## src/rtl/pixel_writer_pkg.sv

```systemverilog
// Shared FSM encodings, default parameters and helpers for the pixel stream writer.
// Optional byte-gap resync is enabled with the PSW_BYTE_TIMEOUT_EN macro.
package pixel_writer_pkg;

  typedef logic [1:0] state_t;

  localparam state_t ST_IDLE    = 2'd0;
  localparam state_t ST_COLLECT = 2'd1;
  localparam state_t ST_WRITE   = 2'd2;

  localparam int unsigned DEF_BYTES_PER_PIXEL = 3;
  localparam int unsigned DEF_ADDR_W          = 18;
  localparam int unsigned DEF_FRAME_PIXELS    = 196608;
  localparam int unsigned DEF_TIMEOUT_CYCLES  = 100000;

  // Width of the per-pixel byte counter.
  function automatic int unsigned byte_cnt_w(input int unsigned bpp);
    return $clog2(bpp) + 1;
  endfunction

endpackage

```

## src/rtl/pixel_stream_writer_assembler.sv

```systemverilog
// Byte shift register and byte counter; flags the byte that completes a pixel.
// The byte count port exists only when PSW_BYTE_TIMEOUT_EN is defined.
module pixel_assembler
  import pixel_writer_pkg::*;
#(
  parameter  int unsigned BYTES_PER_PIXEL = DEF_BYTES_PER_PIXEL,
  localparam int unsigned PIX_W           = 8 * BYTES_PER_PIXEL,
  localparam int unsigned CNT_W           = byte_cnt_w(BYTES_PER_PIXEL)
) (
  input  logic             clk,
  input  logic             rst,
  input  logic             i_clear,
  input  logic             i_valid,
  input  logic [7:0]       i_byte,
`ifdef PSW_BYTE_TIMEOUT_EN
  output logic [CNT_W-1:0] o_byte_cnt,
`endif
  output logic [PIX_W-1:0] o_pixel_c,
  output logic             o_pixel_valid_c
);

  logic [PIX_W-1:0] r_shift;
  logic [CNT_W-1:0] r_cnt;
  logic             w_last;

  assign w_last          = (r_cnt == CNT_W'(BYTES_PER_PIXEL - 1));
  // Oldest byte ends up in the MSBs once BYTES_PER_PIXEL bytes have been shifted in.
  assign o_pixel_c       = PIX_W'({r_shift, i_byte});
  assign o_pixel_valid_c = i_valid & ~i_clear & w_last;
`ifdef PSW_BYTE_TIMEOUT_EN
  assign o_byte_cnt      = r_cnt;
`endif

  always_ff @(posedge clk) begin
    if (!rst) begin
      r_shift <= '0;
      r_cnt   <= '0;
    end else if (i_clear) begin
      r_cnt   <= '0;
    end else if (i_valid) begin
      r_shift <= o_pixel_c;
      r_cnt   <= w_last ? '0 : r_cnt + CNT_W'(1);
    end
  end

endmodule

```

## src/rtl/pixel_stream_writer.sv

```systemverilog
// Packs a UART byte stream into pixel words and writes them sequentially to frame BRAM.
// Define PSW_BYTE_TIMEOUT_EN to discard partial pixels after TIMEOUT_CYCLES of silence.
module pixel_stream_writer
  import pixel_writer_pkg::*;
#(
  parameter  int unsigned BYTES_PER_PIXEL = DEF_BYTES_PER_PIXEL,
  parameter  int unsigned ADDR_W          = DEF_ADDR_W,
  parameter  int unsigned FRAME_PIXELS    = DEF_FRAME_PIXELS,
  parameter  int unsigned TIMEOUT_CYCLES  = DEF_TIMEOUT_CYCLES,
  localparam int unsigned PIX_W           = 8 * BYTES_PER_PIXEL
) (
  input  logic              clk,
  input  logic              rst,
  input  logic [7:0]        byte_received,
  input  logic              rx_data_ready,
  input  logic              abort,
  output logic              en,
  output logic              we,
  output logic [ADDR_W-1:0] addr,
  output logic [PIX_W-1:0]  din,
  output logic              busy,
  output logic              frame_done,
  output logic              sync_err,
  output logic [1:0]        status
);

  localparam int unsigned       CNT_W     = byte_cnt_w(BYTES_PER_PIXEL);
  localparam logic [ADDR_W-1:0] LAST_ADDR = ADDR_W'(FRAME_PIXELS - 1);

  if (BYTES_PER_PIXEL < 1 || BYTES_PER_PIXEL > 4 || FRAME_PIXELS == 0 ||
      64'(FRAME_PIXELS) > (64'd1 << ADDR_W) || TIMEOUT_CYCLES == 0) begin : g_bad_params
    $error("pixel_stream_writer: parameter out of range");
  end

  logic              r_rx;
  logic [7:0]        r_byte;
  state_t            r_state, w_state_nxt;
  logic [ADDR_W-1:0] r_addr, w_addr_nxt, w_addr_inc;
  logic [PIX_W-1:0]  r_din, w_din_nxt, w_pixel;
  logic              r_we, w_we_nxt;
  logic              r_frame_done, w_frame_done_nxt;
  logic              r_sync_err, r_busy;
  logic              w_pixel_valid, w_timeout, w_clear;

  // Input capture stage: all control decisions use the registered strobe.
  always_ff @(posedge clk) begin
    if (!rst) begin
      r_rx   <= 1'b0;
      r_byte <= '0;
    end else begin
      r_rx   <= rx_data_ready;
      r_byte <= byte_received;
    end
  end

`ifdef PSW_BYTE_TIMEOUT_EN
  localparam int unsigned GAP_W = $clog2(TIMEOUT_CYCLES) + 1;

  logic [GAP_W-1:0] r_gap;
  logic [CNT_W-1:0] w_byte_cnt;
  logic             w_counting;

  // Gap timer runs only while a partial pixel is waiting for more bytes.
  assign w_counting = (r_state == ST_COLLECT) && (w_byte_cnt != '0) && !r_rx;
  assign w_timeout  = w_counting && (r_gap == GAP_W'(TIMEOUT_CYCLES - 1));

  always_ff @(posedge clk) begin
    if (!rst) begin
      r_gap <= '0;
    end else if (!w_counting || w_timeout) begin
      r_gap <= '0;
    end else begin
      r_gap <= r_gap + GAP_W'(1);
    end
  end
`else
  assign w_timeout = 1'b0;
`endif

  assign w_clear = abort | w_timeout;

  pixel_assembler #(
    .BYTES_PER_PIXEL (BYTES_PER_PIXEL)
  ) u_assembler (
    .clk             (clk),
    .rst             (rst),
    .i_clear         (w_clear),
    .i_valid         (r_rx),
    .i_byte          (r_byte),
`ifdef PSW_BYTE_TIMEOUT_EN
    .o_byte_cnt      (w_byte_cnt),
`endif
    .o_pixel_c       (w_pixel),
    .o_pixel_valid_c (w_pixel_valid)
  );

  assign w_addr_inc = (r_addr == LAST_ADDR) ? '0 : r_addr + ADDR_W'(1);

  // Next-state logic; a completed pixel always lands in WRITE so no byte is lost.
  always_comb begin
    w_state_nxt      = r_state;
    w_addr_nxt       = r_addr;
    w_din_nxt        = r_din;
    w_we_nxt         = 1'b0;
    w_frame_done_nxt = 1'b0;
    if (abort) begin
      w_state_nxt = ST_IDLE;
      w_addr_nxt  = '0;
    end else begin
      case (r_state)
        ST_IDLE, ST_COLLECT: begin
          if (w_pixel_valid) begin
            w_state_nxt      = ST_WRITE;
            w_din_nxt        = w_pixel;
            w_we_nxt         = 1'b1;
            w_frame_done_nxt = (r_addr == LAST_ADDR);
          end else if (r_rx) begin
            w_state_nxt = ST_COLLECT;
          end
        end
        ST_WRITE: begin
          w_addr_nxt = w_addr_inc;
          if (w_pixel_valid) begin
            w_state_nxt      = ST_WRITE;
            w_din_nxt        = w_pixel;
            w_we_nxt         = 1'b1;
            w_frame_done_nxt = (w_addr_inc == LAST_ADDR);
          end else if (r_rx || r_addr != LAST_ADDR) begin
            w_state_nxt = ST_COLLECT;
          end else begin
            w_state_nxt = ST_IDLE;
          end
        end
        default: w_state_nxt = ST_IDLE;
      endcase
    end
  end

  always_ff @(posedge clk) begin
    if (!rst) begin
      r_state      <= ST_IDLE;
      r_addr       <= '0;
      r_din        <= '0;
      r_we         <= 1'b0;
      r_frame_done <= 1'b0;
      r_sync_err   <= 1'b0;
      r_busy       <= 1'b0;
    end else begin
      r_state      <= w_state_nxt;
      r_addr       <= w_addr_nxt;
      r_din        <= w_din_nxt;
      r_we         <= w_we_nxt;
      r_frame_done <= w_frame_done_nxt;
      r_sync_err   <= w_timeout;
      r_busy       <= (w_state_nxt != ST_IDLE);
    end
  end

  assign en         = r_we;
  assign we         = r_we;
  assign addr       = r_addr;
  assign din        = r_din;
  assign busy       = r_busy;
  assign frame_done = r_frame_done;
  assign sync_err   = r_sync_err;
  assign status     = r_state;

endmodule

```

## config.mk

```make
export PLATFORM = sky130hd
export DESIGN_NAME = pixel_stream_writer
export DESIGN_NICKNAME = d
export VERILOG_FILES = /design/src/rtl/pixel_writer_pkg.sv /design/src/rtl/pixel_stream_writer_assembler.sv /design/src/rtl/pixel_stream_writer.sv
export SDC_FILE = /design/constraint.sdc
export NUM_CORES = 1
export LEC_CHECK = 0
export CORE_UTILIZATION = 51
export DETAILED_ROUTE_END_ITERATION = 16
export PLACE_DENSITY = 0.83
export SYNTH_ARGS = -nofsm -noshare
export SYNTH_HDL_FRONTEND = slang
export SYNTH_SLANG_ARGS = --single-unit
```

## constraint.sdc

```tcl
create_clock -name clk -period 2.5 [get_ports clk]
set_input_delay 0.25 -clock clk [delete_from_list [all_inputs] [get_ports clk]]
set_output_delay 0.25 -clock clk [all_outputs]
set_load 0.02 [all_outputs]
```

==> run_results.csv, run 1 <==
group,metric,value,unit
synth,synth_fp_nets,384,
cells_and_area,antenna_cells,0,
timing,fin_crit_sh,84.25,%
placement,hpwl,4737,um
clock_tree,cts_tree,"yes",
grt,grt_max_degree,48,
worst_setup_path,cp-startpoint,"addr[0]",
floorplanning,fp-row-count,28,
worst_setup_path,startpoint_type,"flop",
cells_and_area,utilization,67.10,%
power,power_density,576.5,nW/um2
power,p_leak,1.286,nW
synth,synth_most_common_cell,"nand2_1",
routing,drc,0,
timing,slew_viol_final,0,
timing,setup_viol,0,
floorplanning,design.die.area,6508,um2
synth,synth_compound_area_share,16.77,%
synth,synth_adder_area_share,0.3964,%
worst_setup_path,endpoint,"busy",
worst_setup_path,r2r-start,"addr[0]",
clock_tree,post_cts_resized,0,
timing,hold_viol_final,0,
synth,ys.flop_type,"dfxtp_1",
synth,synth_simple_gate_area_share,27.55,%
synth,yosys-top-cells-count,"nand2_1 (95), dfxtp_1 (75), a21boi_0 (38)",
synth,synth-seq-cells,75,
grt,grt_antenna_before_repair,0,
grt,grt-ovfl-total,0,
synth,synth_xor_area_share,3.329,%
routing,totalWireLength,7085,um
timing,finalClockSkew,0.009732,ns
routing,dr.pass1.iters,4,
grt,grt_pass1_vias,2534,
clock_tree,cts_inserted_buffers,9,
worst_hold_path,hp-class,"reg -> reg",
routing,dr_total_vias,2760,
run_status,outcome,"completed",
floorplanning,pin_count,61,
routing,ant_nets,0,
worst_setup_path,regToRegSetupSlack,0.39,ns
timing,fmax,0.4748,GHz
synth,synthArstFlopShare,0,%
cells_and_area,synthToLayoutAreaGrowth,26.60,%
synth,synthDistinctLibCells,48,
synth,muxShareOfSynthArea,0.3171,%
worst_setup_path,worst_r2r_path_depth,7,
floorplanning,fp.dieH,80.68,um
power,peakVddDrop,0.0003709,V
placement,gp_congestion,0.8637,
timing,relSlewSlack,56.43,%
grt,grt_usage,23.42,%
timing,rsz0062_at_grt,"false",
worst_setup_path,crit_fanout,7,
floorplanning,fp.dieW,80.68,um
clock_tree,ctsHoldBuffers,0,
clock_tree,clock_latency,0.36,ns
clock_tree,path_clk_slew,0.08,ns
worst_setup_path,critPathKind,"reg -> reg",
synth,syn_area_per_cell,8.509,um2
synth,synth_area_leaders,"dfxtp_1 (48%), nand2_1 (11%), a21boi_0 (9.0%)",
placement,place_area,3780,um2
timing,layout_min_cycle_time,2.106,ns
floorplanning,start_util,53.00,%
job,cap_violations,0,
cells_and_area,stdcell_area,3996,um2
routing,wl_per_cell,14.09,um
timing,worstMarginPinSlew,0.6481,ns
cells_and_area,drive_gt1_share,7.477,%
synth,synth_edf_count,0,
synth,synth_top_cell_area_share,47.56,%
cells_and_area,nets,436,
clock_tree,cts-root-buf,"clkbuf_8",
synth,synth-seq-area-share,47.56,%
routing,drt_iter0_drc,178,
synth,synth_top_family_by_area,"simple AND/OR/NAND/NOR gates",
clock_tree,htreeDepth,3,
clock_tree,cts_sinks,75,
worst_setup_path,r2r-end,"busy",
worst_setup_path,cp-end-kind,"flop",
clock_tree,cts_buffer_depth,2,
clock_tree,post_cts_buffers,0,
synth,syn_inst,371,
synth,synth_area,3157,um2
worst_setup_path,cp.required,2.74,ns
synth,yosysTopAreaCell,"dfxtp_1",
placement,portBuffers,59,
floorplanning,core,5956,um2
routing,via_per_inst,5.487,
worst_setup_path,cp.arrival,2.35,ns
synth,ys_warn_count,0,
grt,grt_pass1_wl,11480,um
timing,fin_setup_tns,0,ns
==> where the power goes <==
part	internal [mW]	switching [mW]
sequential	1.21	0.00966
clock	0.564	0.455
combinational	0.0370	0.0328
total	1.81	0.497
==> cell usage in the layout, fill, tap and decap left out, types with 4 or more instances in the layout <==
master           synthesis  final
buf_4                    3      7
nand2b_1                 7      7
clkbuf_8                 0      9
nor3_1                   4      4
xnor2_1                  4      4
nand2_1                 95     95
a21oi_1                 16     16
nor2_1                  19     19
nand4_1                  5      5
a21boi_0                38     38
and2_1                  11     11
clkdlybuf4s50_1          0     59
a31oi_1                  4      4
xor2_1                   8      8
dfxtp_1                 75     75
o21ai_0                  6      6
and3_1                   5      5
nand3_1                  7      7
==> flip-flops by register name, summed over array words and instances (netlist names) <==
register,count
busy,1
addr,18
frame_done,1
r_rx,1
u_assembler.r_shift,16
status,2
r_byte,8
din,24
u_assembler.r_cnt,3
en,1
==> area by class of cell <==
| type | count | area, um2 |
|---|---|---|
| Clock inverter | 6 | 88.84 |
| Inverter | 3 | 11.26 |
| Timing Repair Buffer | 66 | 643.1 |
| Tap cell | 75 | 93.84 |
| Fill cell | 525 | 1959 |
| Sequential cell | 75 | 1501 |
| Clock buffer | 10 | 127.6 |
| Multi-Input combinational cell | 268 | 1530 |
==> per-stage QoR <==
| step | setup slack (ns) | hold slack (ns) | cells | power [mW] |
|---|---|---|---|---|
| after detailed placement | 0.4598 | 0.4432 | 487 | 1.314 |
| after CTS | 0.4247 | 0.4513 | 503 | 2.329 |
| after floorplan | 0.4359 | 0.3773 | 371 | 1.283 |
| after global placement | 0.4887 | 0.4421 | 487 | 1.313 |
| final | 0.3938 | 0.4502 | 503 | 2.304 |
| after global routing | 0.2351 | 0.4750 | 503 | 2.374 |
==> metal layers <==
| metal | vias to the layer above | GRT usage [%] | share of wire (%) |
|---|---|---|---|
| met5 | - | 0 | 0 |
| met4 | 0 | 11.61 | 2.6 |
| met3 | 16 | 7.045 | 5.3 |
| met2 | 94 | 38.05 | 48 |
| met1 | 1293 | 27.89 | 44 |
| li1 | 1357 | - | - |
==> logic make-up (layout without fill, tap and decap cells) <==
logic type	Yosys count	in the layout
XOR/XNOR	12	12
adder cells (fa/ha/maj)	1	1
other	1	1
AO/OA/AOI/OAI	77	77
multiplexers	1	1
flip-flops	75	75
buffers and inverters	28	85
AND/OR/NAND/NOR	176	176
==> critical path, stage by stage (launching register included) <==
cell	delay, ns
dfxtp_1	0.44
ha_1	0.34
nand2_1	0.16
nor3_2	0.25
nand3_2	0.21
a211oi_1	0.26
a2111oi_0	0.10
or2_1	0.24
==> how the worst min path moves through the flow <==
stage	startpoint	end	slack (ns)	cells past startpoint
2_1_floorplan	byte_received[0]	r_byte[0]	0.38	1
5_1_grt	r_byte[0]	din[0]	0.47	2
3_3_place_gp	r_byte[1]	din[1]	0.44	2
4_1_cts	byte_received[0]	r_byte[0]	0.45	2
3_5_place_dp	r_byte[0]	din[0]	0.44	2
6_report	r_byte[0]	din[0]	0.45	2
(Power assumes the default switching activity.)
==> inputs of run 2 (changes only) <==
Clock period 2.5 ns to 2 ns, I/O delays scaled along.
==> run 2 against run 1 <==
Die area is the same. Via count grew 2.2%. Global-route usage shrank 0.088 points. Final area grew 1.9%. Clock skew shrank 0.0043 ns. Power grew 20%. Highest routed layer unchanged.
==> run_results.csv, run 2 (synthesis results as in run 1) <==
group,metric,value,unit
clock_tree,cts_sinks,75,
floorplanning,fp.dieW,80.68,um
power,p_total,2.773,mW
clock_tree,cts_inserted_buffers,9,
cells_and_area,antenna_cells,0,
clock_tree,cts_buffer_depth,2,
worst_setup_path,cp.arrival,2.03,ns
timing,fin_crit_sh,90.42,%
grt,grt_pass1_vias,2588,
routing,drt_iter0_drc,147,
placement,gp_congestion,0.8556,
clock_tree,cts_tree,"yes",
floorplanning,fp-row-count,28,
floorplanning,fp.dieH,80.68,um
run_status,outcome,"completed",
routing,dr.pass1.iters,4,
routing,wl_per_cell,13.55,um
routing,dr_total_vias,2821,
clock_tree,path_clk_slew,0.08,ns
timing,fmax,0.5530,GHz
clock_tree,clock_latency,0.35,ns
job,cap_violations,0,
floorplanning,start_util,53.00,%
power,p_leak,1.332,nW
timing,setup_ws,0.1916,ns
floorplanning,pin_count,61,
timing,finalClockSkew,0.005382,ns
routing,via_per_inst,5.499,
grt,grt-ovfl-total,0,
clock_tree,htreeDepth,3,
timing,layout_min_cycle_time,1.808,ns
cells_and_area,drive_gt1_share,10.27,%
worst_setup_path,cp-end-kind,"flop",
floorplanning,core,5956,um2
power,peakVddDrop,0.0004576,V
grt,grt_antenna_before_repair,0,
floorplanning,design.die.area,6508,um2
worst_setup_path,startpoint_type,"flop",
grt,grt_max_degree,52,
routing,drc,0,
timing,setup_viol,0,
placement,portBuffers,59,
routing,totalWireLength,6951,um
grt,grt_pass1_wl,11460,um
cells_and_area,final_cell_mix,"nand2_1 (95), dfxtp_1 (73), clkdlybuf4s50_1 (59), a21boi_0 (38), nor2_1 (19)",
placement,hpwl,4719,um
placement,dp_slack,0.04000,ns
cells_and_area,final_common_cell,"nand2_1",
timing,slew_viol_final,0,
worst_hold_path,hp-class,"in -> reg",
worst_setup_path,critPathKind,"reg -> reg",
timing,fin_hold_ws,0.4183,ns
cells_and_area,synthToLayoutAreaGrowth,29.05,%
timing,rsz0062_at_grt,"false",
cells_and_area,nets,446,
timing,hold_viol_final,0,
cells_and_area,largest_register_ffs,24,
power,power_density,680.7,nW/um2
routing,ant_nets,0,
grt,grt_usage,23.33,%
clock_tree,cts-root-buf,"clkbuf_8",
worst_setup_path,cp.required,2.22,ns
timing,fin_setup_tns,0,ns
worst_setup_path,crit_fanout,9,
-- run 2: changes by cell type in the layout (fill, tap and decap cells not counted), sizes merged --
cell	before	now
clkinv	1	0
clkinvlp	2	3
clkbuf	10	11
buf	7	17
bufinv	2	1
-- run 2: worst paths after layout --
| kind | start | to | slack [ns] | depth (start not counted) |
|---|---|---|---|---|
| hold / removal | byte_received[6] | r_byte[6] | 0.42 | 2 |
| setup / recovery | addr[4] | addr[11] | 0.19 | 6 |
| setup reg to reg | addr[4] | addr[11] | 0.19 | 6 |
| hold reg to reg | u_assembler.r_shift[9] | u_assembler.r_shift[9] | 0.46 | 2 |
-- run 2: stage by stage --
step	std cells	util, %	cell area (um2)
floorplan	371	-	3159
global placement	496	64.85	3862
detailed placement	496	64.85	3862
CTS	512	68.26	4065
global route	513	68.40	4074
finish	513	68.40	4074
-- run 2: power breakdown --
group	switching, mW	internal, mW	total [mW]
registers	0.0123	1.51	1.52
clock network	0.552	0.614	1.17
logic	0.0404	0.0462	0.0867
total	0.605	2.17	2.77
-- run 2: layer usage --
layer	wire length, um	GRT usage [%]	vias to the layer above	share of wire, %
met5	0	0	-	0
met4	119	8.929	0	1.7
met3	480	9.091	14	6.9
met2	3529	40.42	100	51
met1	2823	25.44	1337	41
li1	-	-	1370	-
-- run 2: critical path, stage by stage, from the launching register on --
cell and delay, ns:
dfxtp_1 0.44, nand3_4 0.17, nor3_2 0.35, and3_2 0.34, nor2_2 0.11, a31oi_1 0.20, a311oi_1 0.07
-- run 2: layout make-up --
type	instances	area, um2
clock buffer	11	141.4
clock inverter	5	61.31
fill	487	1882
inverter	3	11.26
multi-input combinational	268	1531
sequential	75	1504
tap	75	93.84
timing repair buffer	76	730.7
-- run 2: repair_timing --
item	in CTS	in global routing
hold buffers	0	0
endpoints found under the setup margin	0	2
resized for setup	0	1
buffers inserted	0	1
